[src/rtl/bank_account_server.sv]
// bank_account_server: single-account ATM server with PIN auth, lockout and a
// valid/ready request/response handshake through an IDLE/EXEC/RESP FSM.
module bank_account_server #(
  parameter logic [31:0] INIT_BALANCE = 32'h000F4240,
  parameter logic [3:0]  ACCT_PIN     = 4'b1010,
  parameter int          MAX_TRIES    = 3
) (
  input  logic        clk_i,
  input  logic        rst_ni,
  input  logic        req_valid_i,
  output logic        req_ready_o,
  input  logic [1:0]  req_op_i,
  input  logic [3:0]  req_pin_i,
  input  logic [31:0] req_amount_i,
  input  logic        session_end_i,
  output logic        rsp_valid_o,
  input  logic        rsp_ready_i,
  output logic [1:0]  rsp_code_o,
  output logic [31:0] rsp_balance_o,
  output logic        authed_o,
  output logic        locked_o
);
  localparam int FW = $clog2(MAX_TRIES + 1);
  localparam logic [1:0] OK = 2'b00, BAD_PIN = 2'b01, FUNDS = 2'b10, DENIED = 2'b11;
  typedef enum logic [1:0] {IDLE, EXEC, RESP} state_t;
  state_t        state_q, state_d;
  logic [31:0]   bal_q, bal_d, amt_q, amt_d, rbal_q, rbal_d;
  logic [1:0]    op_q, op_d, code_q, code_d;
  logic [3:0]    pin_q, pin_d;
  logic [FW-1:0] fails_q, fails_d;
  logic          authed_q, authed_d, locked_q, locked_d, auth;
  logic [32:0]   sum;
  always_ff @(posedge clk_i or negedge rst_ni) begin
    if (!rst_ni) begin
      state_q  <= IDLE;
      bal_q    <= INIT_BALANCE;
      amt_q    <= '0;
      rbal_q   <= '0;
      op_q     <= '0;
      code_q   <= '0;
      pin_q    <= '0;
      fails_q  <= '0;
      authed_q <= 1'b0;
      locked_q <= 1'b0;
    end else begin
      state_q  <= state_d;
      bal_q    <= bal_d;
      amt_q    <= amt_d;
      rbal_q   <= rbal_d;
      op_q     <= op_d;
      code_q   <= code_d;
      pin_q    <= pin_d;
      fails_q  <= fails_d;
      authed_q <= authed_d;
      locked_q <= locked_d;
    end
  end
  // A session_end coinciding with the EXEC edge makes the request unauthenticated.
  assign auth = authed_q & ~session_end_i;
  assign sum  = {1'b0, bal_q} + {1'b0, amt_q};
  always_comb begin
    state_d  = state_q;
    bal_d    = bal_q;
    amt_d    = amt_q;
    rbal_d   = rbal_q;
    op_d     = op_q;
    code_d   = code_q;
    pin_d    = pin_q;
    fails_d  = fails_q;
    authed_d = authed_q;
    locked_d = locked_q;
    case (state_q)
      IDLE: if (req_valid_i) begin
        op_d    = req_op_i;
        pin_d   = req_pin_i;
        amt_d   = req_amount_i;
        state_d = EXEC;
      end
      EXEC: begin
        state_d = RESP;
        code_d  = DENIED;
        rbal_d  = '0;
        if (!locked_q) begin
          if (op_q == 2'b00) begin
            if (pin_q == ACCT_PIN) begin
              authed_d = 1'b1;
              fails_d  = '0;
              code_d   = OK;
              rbal_d   = bal_q;
            end else begin
              authed_d = 1'b0;
              fails_d  = fails_q + 1'b1;
              locked_d = (fails_d == FW'(MAX_TRIES));
              code_d   = locked_d ? DENIED : BAD_PIN;
            end
          end else if (auth) begin
            code_d = OK;
            rbal_d = bal_q;
            if (op_q == 2'b10) begin
              code_d = sum[32] ? FUNDS : OK;
              bal_d  = sum[32] ? bal_q : sum[31:0];
              rbal_d = bal_d;
            end else if (op_q == 2'b11) begin
              code_d = (amt_q > bal_q) ? FUNDS : OK;
              bal_d  = (amt_q > bal_q) ? bal_q : bal_q - amt_q;
              rbal_d = bal_d;
            end
          end
        end
      end
      RESP: if (rsp_ready_i) state_d = IDLE;
      default: state_d = IDLE;
    endcase
    if (session_end_i) authed_d = 1'b0;
  end
  assign req_ready_o   = (state_q == IDLE) & rst_ni;
  assign rsp_valid_o   = (state_q == RESP);
  assign rsp_code_o    = code_q;
  assign rsp_balance_o = rbal_q;
  assign authed_o      = authed_q;
  assign locked_o      = locked_q;
endmodule

[config.mk]
export PLATFORM = sky130hd
export DESIGN_NAME = bank_account_server
export DESIGN_NICKNAME = d
export VERILOG_FILES = /design/src/rtl/bank_account_server.sv
export SDC_FILE = /design/constraint.sdc
export NUM_CORES = 1
export LEC_CHECK = 0
export ABC_AREA = 0
export CORE_MARGIN = 2
export CORE_UTILIZATION = 53
export CTS_CLUSTER_SIZE = 10
export DETAILED_ROUTE_END_ITERATION = 8
export GPL_ROUTABILITY_DRIVEN = 1
export GPL_TIMING_DRIVEN = 1
export PLACE_DENSITY = 0.78
export SYNTH_ARGS = -nofsm -noshare
export SYNTH_HDL_FRONTEND = slang
export SYNTH_SLANG_ARGS = --single-unit
[constraint.sdc]
create_clock -name clk_i -period 3.3 [get_ports clk_i]
set_input_delay 0.825 -clock clk_i [delete_from_list [all_inputs] [get_ports clk_i]]
set_output_delay 0.825 -clock clk_i [all_outputs]
set_load 0.01 [all_outputs]
==> impl_metrics.json, run 1 <==
{
  "status": "completed",
  "worst_slew_pin_slew_ns": 0.803,
  "ys_ff_latch": 110,
  "syn-instance-count": 988,
  "synth_top_area_share_pct": 30.4,
  "antenna_left": 0,
  "clk_pin_slew_ns": 0.08,
  "path_max_fanout": 10,
  "dp_hpwl_um": 20200,
  "cp.arrival_ns": 3.45,
  "hold_violations": 0,
  "yosysTopAreaCell": "dfrtp_1",
  "via_per_inst": 6.17,
  "wl_met2_um": 13100,
  "portBuffers": 80,
  "rr_worst_depth": 11,
  "grtUsageTotal_pct": 32.2,
  "postLayoutCellArea_sq_mm": 0.0108,
  "cts_buffers": 9,
  "ys_top_cells_by_count": "a21oi_1 (103), dfrtp_1 (103), o21ai_0 (89), nand2_1 (81), nor2_1 (68)",
  "async_flop_share_pct": 100,
  "worstPathRequired_ns": 3.55,
  "cts_tree": "done",
  "via_count": 8334,
  "met3_length_um": 1570,
  "cp-end-kind": "flip-flop",
  "holdCritPathClass": "flip-flop to flip-flop",
  "netSwitchingFraction_pct": 45.2,
  "synth-compound-area-share_pct": 35.3,
  "report.final.setup_viol": 0,
  "top_layer_used": "met4",
  "multi_input_area_sq_mm": 0.00549,
  "synthAdderAreaFrac_pct": 10.2,
  "regArea_sq_mm": 0.00276,
  "p_per_area_mw_per_mm2": 626,
  "wl_um": 27000,
  "drt_iter0_drc": 639,
  "core_area_sq_mm": 0.0158,
  "yosysWarnings": 0,
  "slew_viol_final": 0,
  "drt-met1-wl_um": 11700,
  "fp.dieW_um": 130,
  "clock_latency_ns": 0.37,
  "wl_per_cell_um": 20.0,
  "switchingPower_mw": 3.06,
  "setup_ws_ns": 0.103,
  "cp-start-kind": "flip-flop",
  "area_growth_pct": 27.7,
  "whs_path_depth": 2,
  "final_nets": 1241,
  "htreeDepth": 3,
  "fin_hold_ws_ns": 0.480,
  "place_area_sq_mm": 0.0101,
  "n_antenna_cell": 0,
  "yosysUniqueCellTypes": 88,
  "clockBufferDepth": 2,
  "drive_above_1_share_pct": 19.6,
  "synth_edf_count": 0,
  "synthFlopType": "dfrtp_1",
  "antenna_found_initial": 0,
  "p_leak_nw": 5.03,
  "synthXorXnorAreaFrac_pct": 0.724,
  "post-route-drc-count": 0,
  "nFillCells": 1373,
  "maxCapViolCount": 0,
  "seqPwrFrac_pct": 26.9,
  "dieArea_sq_mm": 0.0170,
  "syn_avg_cell_area_sq_um": 8.57,
  "synth_mux_area_share_pct": 1.17,
  "p_int_mw": 3.71,
  "grt-ovfl-total": 0,
  "num_rows": 46,
  "syn_nets": 1099,
  "fmax_mhz": 313,
  "yosysSeqAreaShare_pct": 32.6,
  "synth_area_sq_mm": 0.00847,
  "initial_core_util_pct": 53.7,
  "first_global_vias": 8175,
  "synth_top_family_by_area": "compound AO/OA/AOI/OAI gates",
  "finalCritPeriodShare_pct": 96.9,
  "pwr-share-comb_pct": 56.2,
  "io_pins": 81,
  "post-place-ws_ns": -0.160,
  "pwr-share-clk_pct": 17.0,
  "p_total_mw": 6.77,
  "grt_pass1_wl_um": 42500,
  "clock_sinks": 110,
  "period_needed_ns": 3.20,
  "critical_path_class": "flip-flop to flip-flop",
  "slew-limit-headroom_pct": 46.5,
  "grt_max_degree": 61,
  "synthTopCellsByArea": "dfrtp_1 (30%), ha_1 (9.7%), a21oi_1 (6.1%), o21ai_0 (5.3%), a221o_1 (4.0%)",
  "cts_root_buf": "clkbuf_16",
  "cts_hold_buf": 0,
  "finalClockSkew_ns": 0.0119,
  "vdd_drop_max_v": 0.000363,
  "dr.pass1.iters": 5,
  "yosys.area_share.simple_pct": 13.9,
  "die_h_um": 130,
  "gp_congestion": 1.02
}
## placed cells by master, fill, tap and decap left out, types with 16 or more instances in the layout
cell type        count
dfrtp_1            103
buf_4              101
a21oi_1             96
o21ai_0             86
nand2_1             80
clkdlybuf4s50_1     79
nor2_1              67
inv_1               64
ha_1                57
a21o_1              38
a221o_1             34
nand2b_1            16
o21bai_1            16
## power groups by stage
| stage | combinational (mW) | clock, mW | sequential (mW) |
|---|---|---|---|
| 3_3_place_gp | 3.40 | 0 | 1.83 |
| 2_1_floorplan | 2.22 | 0 | 1.80 |
| 5_1_grt | 4.13 | 1.21 | 1.86 |
| 4_1_cts | 3.51 | 1.17 | 1.81 |
| 6_report | 3.80 | 1.15 | 1.82 |
| 3_5_place_dp | 3.44 | 0 | 1.84 |
## path summary, 6_finish.rpt
kind | start | to | slack (ns)
worst max-delay path | bal_q[26] | rsp_balance_o[20] | 0.10
worst min-delay path | rsp_balance_o[23] | rsp_balance_o[23] | 0.48
worst max register to register | bal_q[26] | rsp_balance_o[20] | 0.10
worst min register to register | rsp_balance_o[23] | rsp_balance_o[23] | 0.48
max in group asynchronous | rst_ni | amt_q[5] | 1.41
min in group asynchronous | rst_ni | amt_q[27] | 0.64
## final cells by class
type | instances | area share [%]
multi-input combinational | 752 | 50.8
sequential | 110 | 25.5
timing repair buffer | 192 | 16.1
tap | 216 | 2.50
inverter | 65 | 2.25
clock buffer | 9 | 2.08
clock inverter | 7 | 0.775
## cell families (layout without fill, tap and decap cells)
family,after synthesis,in the layout
simple gates,244,244
mux,9,9
buf+inv,126,273
fa+ha+maj,68,68
xor+xnor,7,7
flops,110,110
compound gates,424,424
## critical path, stage by stage, from the launching register on
cell	delay, ns
dfrtp_1	0.45
ha_1	0.52
and3_1	0.27
nand2_1	0.17
o221ai_1	0.25
o21a_1	0.20
nand2_1	0.21
buf_4	0.23
a211o_1	0.30
a22o_1	0.26
a21oi_1	0.14
o21ai_1	0.08
## per-stage QoR
stage	TNS, ns	util [%]	cells
after floorplan	0	-	988
after global placement	0	64.2	1327
after detailed placement	-1.02	64.2	1327
after CTS	-0.0244	66.7	1345
after global routing	-0.0423	68.6	1351
final	0	68.6	1351
## state kept, by name, indices dropped and copies added (netlist names), 2 cells and up
| register | cells |
|---|---|
| rsp_balance_o | 32 |
| fails_q | 2 |
| state_q | 2 |
| bal_q | 32 |
| op_q | 2 |
| rsp_code_o | 2 |
| pin_q | 4 |
| amt_q | 32 |
## repair_timing
action | CTS | global route
resized for setup | 14 | 51
cloned | 0 | 1
setup buffers | 2 | 5
pin swaps | 9 | 22
endpoints found under the setup margin | 25 | 55
## routing by layer
layer | GRT usage (%) | up-vias
li1 | - | 3947
met1 | 43.2 | 4015
met2 | 54.5 | 319
met3 | 4.19 | 53
met4 | 10.0 | 0
met5 | 0 | -
No activity file was read; power rests on OpenSTA's default activity.
==> run 2, diff against run 1 <==
CORE_UTILIZATION = 55   (was 53)
PLACE_DENSITY = 0.77   (was 0.78)
clock period = 3.65 ns   (was 3.3 ns; I/O delays follow)
==> run 2 against run 1 <==
Net effect:
- routed wire length shrank 4.9%
- largest cell class unchanged
- critical path depth shrank 2
- clock-buffer cell count grew 1
- worst setup slack gained 0.0082 ns
- non-clock buffer count shrank 41
- sequential share of layout area grew 1.6 points
- first-iteration DRC count grew 6.4%
- fmax shrank 9.7%
==> impl_metrics.json, run 2 (same netlist as run 1, synthesis figures left out) <==
{
  "wl_per_cell_um": 20.1,
  "gp_congestion": 0.995,
  "area_growth_pct": 20.0,
  "reg2reg_from": "bal_q[14]",
  "path_delay_family": "compound AO/OA/AOI/OAI gates",
  "cts_hold_buf": 0,
  "dieArea_sq_mm": 0.0164,
  "finalCritPeriodShare_pct": 97.0,
  "cp-start-kind": "flip-flop",
  "p_per_area_mw_per_mm2": 567,
  "grt-ovfl-total": 0,
  "finalClockSkew_ns": 0.0120,
  "grt_max_degree": 61,
  "cp_num_buf_inv": 1,
  "fin_tns_setup_ns": 0,
  "maxCapViolCount": 0,
  "critPathLaunch": "bal_q[14]",
  "crit_chain": "ha_1 > buf_4 > o31ai_1 > nand3_1 > o311ai_1 > a21boi_0 > o221a_2 > o221a_2 > a221o_1",
  "rsz0062_at_grt": "false",
  "final_cell_mix": "a21oi_1 (103), dfrtp_1 (103), o21ai_0 (89)",
  "portBuffers": 80,
  "vdd_drop_max_v": 0.000313,
  "fp.dieW_um": 128,
  "slew_viol_final": 0,
  "wl_um": 25700,
  "io_pins": 81,
  "first_global_vias": 8046,
  "critical_path_class": "flip-flop to flip-flop",
  "clock_latency_ns": 0.37,
  "drt_iter0_drc": 680,
  "holdCritPathClass": "flip-flop to flip-flop",
  "clock_sinks": 110,
  "top_usage_layer": "met2",
  "path_max_fanout": 7,
  "p_leak_nw": 4.78,
  "antenna_left": 0,
  "use_met2_pct": 52.8,
  "dp_hpwl_um": 19100,
  "n_antenna_cell": 0,
  "clk_pin_slew_ns": 0.08,
  "post-place-ws_ns": 0.123,
  "num_rows": 45,
  "critical_path.max_stage_delay_ns": 0.58,
  "grtUsageTotal_pct": 32.1,
  "cpMostUsedCell": "o221a_2",
  "grt_pass1_wl_um": 41800,
  "report.final.setup_viol": 0,
  "drive_above_1_share_pct": 13.5,
  "cp.arrival_ns": 3.79,
  "cts_root_buf": "clkbuf_16",
  "cts_buffers": 9,
  "antenna_found_initial": 1,
  "clockBufferDepth": 2,
  "via_count": 8235,
  "hold_start": "rsp_balance_o[22]",
  "via_per_inst": 6.42,
  "period_needed_ns": 3.54,
  "groute.layer.met1.usage_pct": 42.7,
  "hold_violations": 0,
  "nFillCells": 1269,
  "cts_tree": "done",
  "worst_slew_pin_slew_ns": 0.772,
  "status": "completed",
  "core_area_sq_mm": 0.0151,
  "cp-end-kind": "flip-flop",
  "met3_usage_pct": 5.22,
  "die_h_um": 128,
  "htreeDepth": 3,
  "worstPathRequired_ns": 3.90,
  "setup_ws_ns": 0.111,
  "post-route-drc-count": 0,
  "final_nets": 1200,
  "slew-limit-headroom_pct": 48.6,
  "crit_slowest_cell": "dfstp_2",
  "fmax_mhz": 283,
  "dr.pass1.iters": 6,
  "initial_core_util_pct": 55.9
}
run 2: report_power, final:
| part | internal (mW) | switching [mW] |
|---|---|---|
| Clock | 0.569 | 0.506 |
| Combinational | 1.17 | 1.87 |
| Sequential | 1.47 | 0.188 |
| Total | 3.20 | 2.56 |
run 2: final timing paths:
check                                     to  slack (ns)  depth (start not counted)
setup / recovery           rsp_balance_o[25]        0.11                          9
min in group asynchronous          amt_q[19]        0.72                          2
setup reg to reg           rsp_balance_o[25]        0.11                          9
hold reg to reg            rsp_balance_o[22]        0.48                          2
hold / removal             rsp_balance_o[22]        0.48                          2
max in group asynchronous          amt_q[22]        1.68                          3
run 2: layout make-up:
class | count | area (sq um) | area share, %
sequential | 110 | 2760 | 27.2
clock buffer | 10 | 239 | 2.35
multi-input combinational | 752 | 5240 | 51.5
inverter | 65 | 244 | 2.40
timing repair buffer | 151 | 1360 | 13.4
clock inverter | 6 | 83.8 | 0.824
tap | 188 | 235 | 2.31
run 2: metal layers:
metal,vias up,part of all wire (%),wire length (um)
li1,3876,-,-
met1,3936,43,11100
met2,356,47,12100
met3,67,6.7,1710
met4,0,3.3,837
met5,-,0,0
run 2: worst register-to-register path, delay by kind of cell (launching register included):
kind            cells  cell delay, ns
fa+ha+maj           1            0.34
simple gates        1            0.27
buf+inv             1            0.19
compound gates      6            2.04
flops               1            0.58
run 2: per-stage QoR:
stage / cells / instance area [sq um] / utilization (%) / hold WS, ns / total power, mW
global route: 1282 / 10200 / 67.1 / 0.504 / 6.17
CTS: 1278 / 10100 / 66.6 / 0.487 / 5.70
floorplan: 988 / 8470 / - / 0.453 / 3.63
detailed placement: 1262 / 9770 / 64.5 / 0.470 / 4.62
finish: 1282 / 10200 / 67.1 / 0.479 / 5.76
global placement: 1262 / 9770 / 64.5 / 0.464 / 4.59
run 2: repair_timing:
item | CTS | global route
endpoints found under the setup margin | 0 | 39
setup buffers | 0 | 4
gates resized for setup | 0 | 10
hold endpoints to repair | 0 | 0
==> run 3, diff against run 2 <==
SKIP_LAST_GASP = 1   (was default)
==> results of run 3 <==
Final layout, timing and power as in run 2 (identical DEF).
